File: src/rtl/bcd_pkg.sv
// bcd_pkg: shared definitions for the serial binary-to-BCD converter.
//   state_t      FSM state encoding (ST_IDLE / ST_SHIFT / ST_DONE)
//   BCD_DIGIT_W  width of one packed BCD digit
package bcd_pkg;

    localparam int unsigned BCD_DIGIT_W = 4;

    typedef enum logic [1:0] {
        ST_IDLE  = 2'd0,
        ST_SHIFT = 2'd1,
        ST_DONE  = 2'd2
    } state_t;

endpackage

File: src/rtl/bcd_add3_cell.sv
// bcd_add3_cell: double-dabble digit correction, purely combinational.
//   digit     in   4   current BCD digit
//   adjusted  out  4   digit + 3 when digit >= 5, otherwise digit unchanged
module bcd_add3_cell
    import bcd_pkg::*;
(
    input  logic [BCD_DIGIT_W-1:0] digit,
    output logic [BCD_DIGIT_W-1:0] adjusted
);

    always_comb begin
        adjusted = digit;
        if (digit >= BCD_DIGIT_W'(5)) begin
            adjusted = digit + BCD_DIGIT_W'(3);
        end
    end

endmodule

File: src/rtl/bin2bcd_serial.sv
// bin2bcd_serial: sequential double-dabble converter, one shift per clock.
//   clk       in   1          system clock, rising edge
//   rst_n     in   1          synchronous reset, active-low
//   start     in   1          conversion request (accepted in IDLE or DONE)
//   bin       in   BIN_W      binary operand, captured on the accepting edge
//   busy      out  1          conversion in progress (SHIFT state)
//   done      out  1          one-cycle pulse: bcd/overflow hold a fresh result
//   bcd       out  4*DIGITS   packed BCD result, digit 0 least significant
//   overflow  out  1          value did not fit in DIGITS digits; bcd truncated
module bin2bcd_serial
    import bcd_pkg::*;
#(
    parameter int unsigned BIN_W  = 8,
    parameter int unsigned DIGITS = 3
) (
    input  logic                         clk,
    input  logic                         rst_n,
    input  logic                         start,
    input  logic [BIN_W-1:0]             bin,
    output logic                         busy,
    output logic                         done,
    output logic [BCD_DIGIT_W*DIGITS-1:0] bcd,
    output logic                         overflow
);

    localparam int unsigned BCD_W = BCD_DIGIT_W * DIGITS;
    localparam int unsigned CNT_W = (BIN_W > 1) ? $clog2(BIN_W) : 1;

    state_t             state;
    state_t             state_next;
    logic [CNT_W-1:0]   cnt;
    logic [BIN_W-1:0]   shreg;
    logic [BCD_W-1:0]   scratch;
    logic [BCD_W-1:0]   adjusted;
    logic               ovf;
    logic               accept;

    // Digit corrections run in parallel on the scratch register.
    for (genvar k = 0; k < DIGITS; k++) begin : g_add3
        bcd_add3_cell u_cell (
            .digit    (scratch[k*BCD_DIGIT_W +: BCD_DIGIT_W]),
            .adjusted (adjusted[k*BCD_DIGIT_W +: BCD_DIGIT_W])
        );
    end

    assign accept = start && ((state == ST_IDLE) || (state == ST_DONE));

    // State register
    always_ff @(posedge clk) begin
        if (!rst_n) begin
            state <= ST_IDLE;
        end else begin
            state <= state_next;
        end
    end

    // Next-state logic
    always_comb begin
        state_next = state;
        case (state)
            ST_IDLE:  if (start) state_next = ST_SHIFT;
            ST_SHIFT: if (cnt == '0) state_next = ST_DONE;
            ST_DONE:  state_next = start ? ST_SHIFT : ST_IDLE;
            default:  state_next = ST_IDLE;
        endcase
    end

    // Output logic
    always_comb begin
        busy = (state == ST_SHIFT);
    end

    // Shift datapath. The bit leaving the top digit after correction can only
    // be 1 when the running value has reached 10**DIGITS, so it is kept sticky.
    always_ff @(posedge clk) begin
        if (!rst_n) begin
            cnt     <= '0;
            shreg   <= '0;
            scratch <= '0;
            ovf     <= 1'b0;
        end else if (accept) begin
            cnt     <= CNT_W'(BIN_W - 1);
            shreg   <= bin;
            scratch <= '0;
            ovf     <= 1'b0;
        end else if (state == ST_SHIFT) begin
            scratch <= {adjusted[BCD_W-2:0], shreg[BIN_W-1]};
            shreg   <= shreg << 1;
            ovf     <= ovf | adjusted[BCD_W-1];
            if (cnt != '0) begin
                cnt <= cnt - CNT_W'(1);
            end
        end
    end

    // Result registers: loaded while in DONE, so the pulse lands one cycle later
    // and the result stays stable through a following back-to-back SHIFT.
    always_ff @(posedge clk) begin
        if (!rst_n) begin
            done     <= 1'b0;
            bcd      <= '0;
            overflow <= 1'b0;
        end else begin
            done <= (state == ST_DONE);
            if (state == ST_DONE) begin
                bcd      <= scratch;
                overflow <= ovf;
            end
        end
    end

endmodule

File: config.mk
export PLATFORM = sky130hd
export DESIGN_NAME = bin2bcd_serial
export DESIGN_NICKNAME = d
export VERILOG_FILES = /design/src/rtl/bcd_pkg.sv /design/src/rtl/bcd_add3_cell.sv /design/src/rtl/bin2bcd_serial.sv
export SDC_FILE = /design/constraint.sdc
export NUM_CORES = 1
export LEC_CHECK = 0
export BUFFER_PORTS_ARGS = -buffer_cell sky130_fd_sc_hd__buf_2
export CAP_MARGIN = 40
export CORE_MARGIN = 10
export CORE_UTILIZATION = 60
export DETAILED_ROUTE_END_ITERATION = 6
export PLACE_DENSITY = 0.92
export SLEW_MARGIN = 15
export SYNTH_ARGS = -nofsm -noshare
export SYNTH_HDL_FRONTEND = slang
export SYNTH_SLANG_ARGS = --single-unit
File: constraint.sdc
create_clock -name clk -period 2.1 [get_ports clk]
set_input_delay 0.42 -clock clk [delete_from_list [all_inputs] [get_ports clk]]
set_output_delay 0.42 -clock clk [all_outputs]
set_load 0.02 [all_outputs]
==> results.toml <==
[timing]
slew_viol_final = 0
fmax_mhz = 559
worstMarginPinSlew_ns = 0.483
finalSetupViolCount = 0
fin_crit_ns = 1.79
min_period_over_period_pct = 85.2
grt_setup_unrepaired = "false"
finalHoldViolCount = 0
skew_ns = 0.00637
fin_tns_setup_ns = 0
slew-limit-headroom_pct = 67.8

[power]
clock_power_share_pct = 26.0
p_switching_mw = 0.342
p_per_area_mw_per_mm2 = 655
swShare_pct = 26.3
internal_power_mw = 0.959
fin_total_pwr_mw = 1.30
p_leak_nw = 0.836
comb_power_share_pct = 12.6
peakVddDrop_mv = 0.506
seqPwrFrac_pct = 61.5

[setup_path]
worst_ep_required_time_ns = 1.68
reg2reg_from = "scratch[8]"
critPathKind = "reg2out"
r2r_cells = 6
critical_path.max_stage_delay_ns = 0.33
critical_path_arrival_ns = 1.37
path_max_fanout = 11
cp-startpoint = "state[1]"
slowest_stage = "dfxtp_1"
endpoint_kind = "output pin"
cp_cell_sequence = "nand2b_1 > inv_1 > buf_2"
start_kind = "flip-flop"

[synth]
seq_area_frac_synth_pct = 44.1
synth_most_common_cell = "nand2_1"
ys_seq_elements = 40
synthTopCellsByCount = "nand2_1, dfxtp_1, a21boi_0, nor2_1, nand3_1"
synth_area_leader_cell = "dfxtp_1"
synthTopCellsByArea = "dfxtp_1, nand2_1, a21boi_0"
synth_edf_count = 0
synth_compound_area_share_pct = 17.3
synth_top_family_by_area = "simple AND/OR/NAND/NOR gates"
synthAdderAreaFrac_pct = 5.52
synth_mux_area_share_pct = 1.10
syn_inst = 214
synthXorXnorAreaFrac_pct = 1.45
ys_warn_count = 0
syn_nets = 233
synthDistinctLibCells = 29
synth_top_area_share_pct = 44.1
synth-simple-area-share_pct = 24.5
netlist_area_mm2 = 0.00181
async_flop_share_pct = 0
synth_flop_cell = "dfxtp_1"
avgSynthCellArea_um2 = 8.48

[floorplan]
start_util_pct = 64.1
coreArea_mm2 = 0.00283
ios = 26
dieWidth_um = 75.0
row_count = 19
die-area_mm2 = 0.00562
die_h_um = 75.0

[clock_network]
cts_hold_buf = 0
cts_root_buffer = "clkbuf_4"
clkTransAtPathRegs_ns = 0.10
cts_setup_buffers = 0
cts_tree = "built"
cts-htree-levels = 2
clockBufferDepth = 2
clock_latency_ns = 0.34
cts.sinks = 40
cts_resized = 0
cts_buffers = 5

[global_routing]
grt_max_degree = 28
grt_util_all_layers_pct = 14.2
grt_overflow = 0
antenna_found_initial = 0
grt_pass1_wl_mm = 6.23
grt_pass1_vias = 1425

[drt]
dr.pass1.iters = 4
dr.first_iter.drc_count = 109
finalWirelength_mm = 3.58
post-route-drc-count = 0
wl_per_cell_um = 13.4
route.vias.total = 1535
drt.antenna.violating_nets = 0
viasPerCell = 5.75

[cells_and_area]
fin_util_pct = 70.2
drive_above_1_share_pct = 15.7
nets = 257
area_delta_synth_final_pct = 9.45
fillers = 236
final_area_mm2 = 0.00199
antenna-diode-count = 0

[outcome]
status = "complete, no violations"

[placed_design]
postPlaceCellArea_mm2 = 0.00195
place_hpwl_mm = 2.61
port_buffers = 25
gp_congestion = 0.784

[worst_hold_path]
hold_class = "in2reg"
whs_path_depth = 2
min_from = "bin[6]"

[job]
maxCapViolCount = 0
## sequential cells by signal, indices dropped and copies added (netlist names)
register and cells:
shreg 8, state 2, bcd 12, done 1
ovf 1, overflow 1, cnt 3, scratch 12
## critical path, delay by kind of cell, from the launching register on
kind / cells / cell delay [ns]
buffers and inverters: 2 / 0.54
DFF: 1 / 0.33
and+or+nand+nor: 1 / 0.15
## power by group through the flow
| stage | clock network [mW] | registers, mW | logic (mW) |
|---|---|---|---|
| final | 0.338 | 0.800 | 0.163 |
| after CTS | 0.351 | 0.800 | 0.163 |
| after global placement | 0 | 0.816 | 0.159 |
| after global routing | 0.369 | 0.803 | 0.185 |
| after floorplan | 0 | 0.814 | 0.127 |
| after detailed placement | 0 | 0.818 | 0.163 |
## layer usage
metal / wire (um) / GRT usage, % / up-vias
li1: - / - / 782
met1: 1660 / 16.0 / 706
met2: 1610 / 23.6 / 42
met3: 256 / 5.78 / 5
met4: 54 / 5.04 / 0
met5: 0 / 0 / -
## layout make-up
class / count / area [um^2] / share of cell area, %
repair buffers: 31 / 170 / 8.57
multi-input cells: 151 / 905 / 45.6
flip-flops and latches: 40 / 801 / 40.3
well taps: 31 / 38.8 / 1.95
clock buffers: 5 / 37.5 / 1.89
inverters: 9 / 33.8 / 1.70
## cells by family after synthesis
group,count (synthesis)
muxes,2
DFF,40
adders and majority gates,8
buffers and inverters,23
xor gates and xnor gates,3
and+or+nand+nor,94
AOI/OAI and AO/OA,44
## placed cells by master, fill, tap and decap left out, types with 2 or more instances in the layout
cell type	instances
buf_4	6
o311ai_0	3
xor2_1	3
nor2_1	14
dfxtp_1	40
clkbuf_4	5
nand2b_1	6
a21oi_1	8
nand4_1	6
nand3_1	12
nor2b_1	2
o221ai_1	4
buf_2	25
or4_1	6
ha_1	8
o211a_1	4
o21ai_0	7
a21boi_0	14
mux2i_1	2
inv_1	9
o32ai_1	2
and2_1	3
nand2_1	42
## worst paths after layout
path | slack (ns) | endpoint
worst max register to register | 0.51 | scratch[9]
worst min register to register | 0.46 | scratch[0]
worst max-delay path | 0.31 | busy
worst min-delay path | 0.31 | shreg[6]
## stage by stage
stage          std cells  hold slack (ns)  setup WS [ns]
2_1_floorplan        214            0.425          0.658
3_3_place_gp         262            0.439          0.570
3_5_place_dp         262            0.446          0.511
4_1_cts              267            0.301          0.307
5_1_grt              267            0.313          0.258
6_report             267            0.313          0.311
Power figures use the tool's default switching activity.
